===== config.mk =====
export PLATFORM = sky130hd
export DESIGN_NAME = fetch_unit
export DESIGN_NICKNAME = d
export VERILOG_FILES = /design/src/rtl/fetch_unit_pkg.sv /design/src/rtl/fetch_buffer.sv /design/src/rtl/fetch_unit.sv
export SDC_FILE = /design/constraint.sdc
export NUM_CORES = 1
export LEC_CHECK = 0
export BUFFER_PORTS_ARGS = -buffer_cell sky130_fd_sc_hd__buf_2
export CAP_MARGIN = 20
export CORE_ASPECT_RATIO = 1.75
export CORE_UTILIZATION = 35
export CTS_BUF_LIST = sky130_fd_sc_hd__clkbuf_4
export DETAILED_ROUTE_END_ITERATION = 6
export GPL_TIMING_DRIVEN = 0
export PLACE_DENSITY = 0.59
export SYNTH_ARGS = -nofsm -noshare
export SYNTH_HDL_FRONTEND = slang
export SYNTH_SLANG_ARGS = --single-unit

===== constraint.sdc =====
create_clock -name i_clk -period 5 [get_ports i_clk]
set_clock_uncertainty 0.1 [all_clocks]
set_input_delay 0.5 -clock i_clk [delete_from_list [all_inputs] [get_ports i_clk]]
set_output_delay 0.5 -clock i_clk [all_outputs]
set_load 0.005 [all_outputs]

===== src/rtl/fetch_unit_pkg.sv =====
// Shared constants and types for the instruction fetch unit.
// Holds the default word width, reset PC, buffer depth and the FSM state encoding.
package fetch_unit_pkg;

    localparam int          WORD_SIZE_DEF   = 32;
    localparam logic [31:0] RESET_PC_DEF    = 32'h0000_0000;
    localparam int          FETCH_BUF_DEPTH = 2;
    localparam int          PC_STEP         = 4;

    typedef enum logic [1:0] {
        ST_IDLE = 2'd0,
        ST_WAIT = 2'd1,
        ST_DROP = 2'd2
    } fetch_state_t;

    function automatic int count_width(input int depth);
        return $clog2(depth + 1);
    endfunction

endpackage


===== src/rtl/fetch_buffer.sv =====
// Small synchronous FIFO holding fetched {instruction, PC} pairs.
// Flush wins over push and pop; a push into a full buffer is accepted only alongside a pop.
module fetch_buffer
    import fetch_unit_pkg::*;
#(
    parameter int WIDTH = 2 * WORD_SIZE_DEF,
    parameter int DEPTH = FETCH_BUF_DEPTH,
    localparam int CW   = count_width(DEPTH),
    localparam int PW   = (DEPTH > 1) ? $clog2(DEPTH) : 1
) (
    input  logic             i_clk,
    input  logic             i_rst_n,
    input  logic             i_push,
    input  logic [WIDTH-1:0] i_wdata,
    input  logic             i_pop,
    input  logic             i_flush,
    output logic [WIDTH-1:0] o_rdata,
    output logic             o_full,
    output logic             o_empty,
    output logic [CW-1:0]    o_count
);

    logic [WIDTH-1:0] r_mem [DEPTH];
    logic [PW-1:0]    r_rd_ptr;
    logic [PW-1:0]    r_wr_ptr;
    logic [CW-1:0]    r_count;
    logic             w_do_pop;
    logic             w_do_push;

    function automatic logic [PW-1:0] ptr_inc(input logic [PW-1:0] ptr);
        return (ptr == PW'(DEPTH - 1)) ? '0 : ptr + PW'(1);
    endfunction

    assign o_empty   = (r_count == '0);
    assign o_full    = (r_count == CW'(DEPTH));
    assign o_count   = r_count;
    assign o_rdata   = r_mem[r_rd_ptr];
    assign w_do_pop  = i_pop && !o_empty;
    assign w_do_push = i_push && (!o_full || w_do_pop);

    always_ff @(posedge i_clk or negedge i_rst_n) begin
        if (!i_rst_n) begin
            for (int i = 0; i < DEPTH; i++) begin
                r_mem[i] <= '0;
            end
            r_rd_ptr <= '0;
            r_wr_ptr <= '0;
            r_count  <= '0;
        end else if (i_flush) begin
            r_rd_ptr <= '0;
            r_wr_ptr <= '0;
            r_count  <= '0;
        end else begin
            if (w_do_push) begin
                r_mem[r_wr_ptr] <= i_wdata;
                r_wr_ptr        <= ptr_inc(r_wr_ptr);
            end
            if (w_do_pop) begin
                r_rd_ptr <= ptr_inc(r_rd_ptr);
            end
            r_count <= r_count + CW'(w_do_push) - CW'(w_do_pop);
        end
    end

endmodule


===== src/rtl/fetch_unit.sv =====
// Instruction fetch unit: one outstanding memory request, a two-entry buffer toward decode,
// and redirect handling that discards an in-flight response through the DROP state.
module fetch_unit
    import fetch_unit_pkg::*;
#(
    parameter int                   WORD_SIZE = WORD_SIZE_DEF,
    parameter logic [WORD_SIZE-1:0] RESET_PC  = WORD_SIZE'(RESET_PC_DEF)
) (
    input  logic                 i_clk,
    input  logic                 i_rst_n,
    output logic                 o_ImemReq,
    output logic [WORD_SIZE-1:0] o_ImemAddr,
    input  logic                 i_ImemAck,
    input  logic [WORD_SIZE-1:0] i_ImemData,
    input  logic                 i_Redirect,
    input  logic [WORD_SIZE-1:0] i_RedirectPc,
    output logic                 o_InstrValid,
    output logic [WORD_SIZE-1:0] o_Instr,
    output logic [WORD_SIZE-1:0] o_InstrPc,
    input  logic                 i_InstrReady,
    output fetch_state_t         o_DbgState
);

    localparam int CW = count_width(FETCH_BUF_DEPTH);
    localparam int EW = 2 * WORD_SIZE;

    fetch_state_t         r_state;
    fetch_state_t         w_state_nxt;
    logic                 r_req;
    logic                 w_req_nxt;
    logic [WORD_SIZE-1:0] r_addr;
    logic [WORD_SIZE-1:0] w_addr_nxt;
    logic [WORD_SIZE-1:0] r_pc;
    logic [WORD_SIZE-1:0] w_pc_nxt;
    logic [WORD_SIZE-1:0] w_target;
    logic                 w_issue;
    logic                 w_push;
    logic                 w_pop;
    logic                 w_room;
    logic [CW:0]          w_occ_after;
    logic [CW-1:0]        w_count;
    logic                 w_full;
    logic                 w_empty;
    logic [EW-1:0]        w_head;

    // Memory side: o_ImemReq/o_ImemAddr hold from issue through the cycle i_ImemAck is high.
    // Decode side: a transfer happens on a rising edge where o_InstrValid && i_InstrReady.
    assign w_pop  = !w_empty && i_InstrReady && !i_Redirect;
    assign w_push = (r_state == ST_WAIT) && i_ImemAck && !i_Redirect && (!w_full || w_pop);

    assign w_target    = i_Redirect ? (i_RedirectPc & ~WORD_SIZE'(3)) : r_pc;
    assign w_occ_after = {1'b0, w_count} + (CW + 1)'(w_push) - (CW + 1)'(w_pop);
    // A new request must still fit once it returns, counting what this edge pushes/pops.
    assign w_room      = i_Redirect || (w_occ_after < (CW + 1)'(FETCH_BUF_DEPTH));

    always_comb begin
        w_state_nxt = r_state;
        w_req_nxt   = r_req;
        w_addr_nxt  = r_addr;
        w_pc_nxt    = w_target;
        w_issue     = 1'b0;
        case (r_state)
            ST_IDLE: begin
                w_issue = w_room;
            end
            ST_WAIT: begin
                if (i_ImemAck) begin
                    w_issue = w_room;
                end else if (i_Redirect) begin
                    w_state_nxt = ST_DROP;
                end
            end
            ST_DROP: begin
                if (i_ImemAck) begin
                    w_issue = w_room;
                end
            end
            default: begin
                w_state_nxt = ST_IDLE;
                w_req_nxt   = 1'b0;
            end
        endcase
        if (w_issue) begin
            w_state_nxt = ST_WAIT;
            w_req_nxt   = 1'b1;
            w_addr_nxt  = w_target;
            w_pc_nxt    = w_target + WORD_SIZE'(PC_STEP);
        end else if ((r_state != ST_IDLE) && i_ImemAck) begin
            w_state_nxt = ST_IDLE;
            w_req_nxt   = 1'b0;
        end
    end

    always_ff @(posedge i_clk or negedge i_rst_n) begin
        if (!i_rst_n) begin
            r_state <= ST_IDLE;
            r_req   <= 1'b0;
            r_addr  <= RESET_PC;
            r_pc    <= RESET_PC;
        end else begin
            r_state <= w_state_nxt;
            r_req   <= w_req_nxt;
            r_addr  <= w_addr_nxt;
            r_pc    <= w_pc_nxt;
        end
    end

    fetch_buffer #(
        .WIDTH (EW),
        .DEPTH (FETCH_BUF_DEPTH)
    ) u_fetch_buffer (
        .i_clk   (i_clk),
        .i_rst_n (i_rst_n),
        .i_push  (w_push),
        .i_wdata ({i_ImemData, r_addr}),
        .i_pop   (w_pop),
        .i_flush (i_Redirect),
        .o_rdata (w_head),
        .o_full  (w_full),
        .o_empty (w_empty),
        .o_count (w_count)
    );

    assign o_ImemReq    = r_req;
    assign o_ImemAddr   = r_addr;
    assign o_InstrValid = !w_empty;
    assign o_Instr      = w_empty ? '0 : w_head[EW-1:WORD_SIZE];
    assign o_InstrPc    = w_empty ? '0 : w_head[WORD_SIZE-1:0];
    assign o_DbgState   = r_state;

    a_req_held: assert property (@(posedge i_clk) disable iff (!i_rst_n)
        (r_req && !i_ImemAck) |=> (r_req && $stable(r_addr)));

    a_ack_needs_req: assert property (@(posedge i_clk) disable iff (!i_rst_n)
        i_ImemAck |-> r_req);

endmodule


==> metrics <==
clock latency on the worst-skew pair=0.63 ns; unrepaired setup endpoints after global routing=false; final hold violation count=0; Gate Count Post-Synth=779; fin util=42.5%; pin slew with the least headroom to its limit=0.865 ns; CTS Sinks=199; drt first pass iters=4; Setup CP Type=in2reg; period utilisation layout=77.9%; synth warn=0; syn_area_per_cell=12.1 um^2; Routed WL=24,000 um; Total Routing Usage GR=18.2%; CTS tree=yes; Detailed Place HPWL=17,600 um; Switching Power=2.08 mW; port buffer count=166; gpl congestion=0.797; average routed wire per standard cell=18.0 um; Antenna Violating Nets Remaining=0; CTS Buf Count=17; Slew headroom=42.3%; Power per Cell Area=506 nW/um^2; final instance area=11,300 um^2; initial antenna violation count=3; worst hold path type=in2reg; vias in the first global route=6,837; combinational share of power=38.5%; maxcap violations=0; largest net degree at the start of global routing=116; status=complete, no violations; critical path capture point type=register; core footprint=26,500 um^2; Syn Nets=857; DR vias/cell=4.97; via count=6,631; DRC viols=0; unique cell type count in the Yosys netlist=48; IO Count=169; Int Power=3.62 mW; M1 GR Usage=19.9%; crit path max fanout=10; Max IR drop VDD=170 uV; DRT iter0 DRCs=299; Cell Area, Synth=9420 um^2; met3 usage=4.24%; global-route layer with the greatest usage=met2; GR Util met2=33.9%; CTS max path bufs=2; Clock Pin Slew Worst Setup and Hold Paths=0.15 ns; Flop pwr share=47.7%; first-pass GRT wire length=37,800 um; post-route setup slack=1.11 ns; Final nets=1,077; share of layout cells above drive strength 1=35.8%; htree depth=4; Post-synth EDFFs=0; total leakage power=5.22 nW; Synth Flop Type=dfrtp_1; min Tclk post-route=3.89 ns; area delta synth->final=19.6%; Net Sw Frac=36.5%; final setup fails=0; fmax=257 MHz; clk root buf=clkbuf_4; Worst Setup Start Kind=input port; chip width=126 um; clock share of power=13.7%; Worst EP arrival=4.31 ns; Seq/Total Area, Yosys=52.8%; dpl ws=0.378 ns; GR Overflow Total=0; die footprint=27,600 um^2; Worst EP required=5.41 ns; Post-DP Area=10,700 um^2; Slew Limit Fails=0; post-CTS sizing=0; Post-synth ARST share=100%; initial core utilization=35.6%; post-synthesis register bit count=199; num rows=79; Die Height=219 um
-- kinds of logic (layout without fill, tap and decap cells) --
kind of cell | Yosys count | after routing | synth area share (%)
muxes | 227 | 227 | 25.9
adders and majority gates | 9 | 9 | 1.27
AOI/OAI and AO/OA | 54 | 54 | 3.86
other | 0 | 1 | 0
xor gates and xnor gates | 36 | 36 | 3.35
and+or+nand+nor | 197 | 197 | 9.80
buffers and inverters | 57 | 287 | 2.99
DFF | 199 | 199 | 52.8
-- synthesized netlist by cell type (2+ instances only) --
library cell / count / area share [%]
dfrtp_1: 199 / 53
mux2_2: 133 / 16
mux2i_1: 94 / 10
nor2_1: 79 / 3.1
nand2_1: 51 / 2.0
o21ai_0: 33 / 1.8
xor2_1: 30 / 2.8
nand3_1: 23 / 1.2
buf_2: 18 / 0.96
clkbuf_1: 14 / 0.56
inv_1: 11 / 0.44
nand4_1: 10 / 0.66
ha_1: 8 / 1.1
nand3b_1: 8 / 0.64
nand4b_1: 7 / 0.65
buf_1: 6 / 0.24
xnor2_1: 6 / 0.56
nor2b_1: 5 / 0.33
a21oi_1: 4 / 0.21
buf_4: 4 / 0.32
buf_6: 4 / 0.48
a22oi_1: 2 / 0.16
and2_4: 2 / 0.19
and3_1: 2 / 0.13
and4b_1: 2 / 0.21
nand2b_1: 2 / 0.13
-- layer usage --
metal	vias to the layer above	wire length, um
met2	125	13100
met5	-	18
met1	3330	9480
met3	23	823
met4	4	510
li1	3149	-
-- path summary, 6_finish.rpt --
check | start | slack, ns | depth (start not counted) | endpoint
max in group asynchronous | i_rst_n | 3.43 | 3 | u_fetch_buffer.r_mem[116]
hold reg to reg | u_fetch_buffer.r_mem[101] | 0.42 | 1 | u_fetch_buffer.r_mem[101]
setup / recovery | i_Redirect | 1.11 | 16 | r_pc[26]
hold / removal | i_RedirectPc[14] | 0.1 | 3 | r_pc[15]
min in group asynchronous | i_rst_n | 0.33 | 2 | u_fetch_buffer.r_mem[60]
setup reg to reg | o_DbgState[1] | 1.18 | 14 | r_pc[26]
-- power groups by stage --
stage	clock network (mW)	registers (mW)	logic [mW]
finish	0.784	2.72	2.20
CTS	0.817	2.73	2.25
global route	0.876	2.81	2.45
detailed placement	0	2.77	2.22
global placement	0	2.73	2.18
floorplan	0	2.62	1.48
-- worst max-delay path, stage by stage --
cell,delay [ns]
buf_2,0.17
buf_4,0.21
buf_6,0.16
buf_4,0.18
buf_4,0.23
buf_2,0.32
nor2_1,0.09
ha_1,0.29
nand2b_1,0.15
fa_1,0.37
xor2_1,0.19
a2111oi_4,0.68
and2_4,0.29
buf_6,0.16
nand4_1,0.13
xor2_1,0.17
-- final cells by class --
class	instances	area (um^2)
tap	324	405
antenna	1	2.50
clock inverter	10	85.1
buffer	46	240
fill	2596	15200
clock buffer	19	143
sequential	199	4980
multi-input combinational	523	4160
timing repair buffer	201	1210
inverter	11	41.3
-- through the flow --
stage / cells / power [mW] / TNS, ns / hold slack [ns]
3_3_place_gp: 1269 / 4.91 / -28.49 / 0.386
2_1_floorplan: 779 / 4.10 / 0 / 0.104
4_1_cts: 1333 / 5.79 / 0 / 0.0268
3_5_place_dp: 1270 / 4.99 / 0 / 0.393
5_1_grt: 1334 / 6.14 / 0 / 0.0696
6_report: 1334 / 5.70 / 0 / 0.0974
-- flip-flops by register name, summed over array words and instances (netlist names) --
register and flops:
o_DbgState 2, r_pc 32, u_fetch_buffer.r_wr_ptr 1, o_ImemAddr 32, u_fetch_buffer.o_count 2, o_ImemReq 1
u_fetch_buffer.r_rd_ptr 1, u_fetch_buffer.r_mem 128
-- what timing repair did --
item                      CTS  global route
hold endpoints to repair  149             0
setup buffers               0             0
hold buffers               34             0
-- layout by cell type, fill, tap and decap left out, types with 23 or more instances in the layout --
master,instances
buf_2,183
dfrtp_1,199
dlygate4sd3_1,34
mux2_2,133
mux2i_1,94
nand2_1,51
nand3_1,23
nor2_1,79
o21ai_0,33
xor2_1,30
Note: power is estimated with default switching activity, not from simulation.
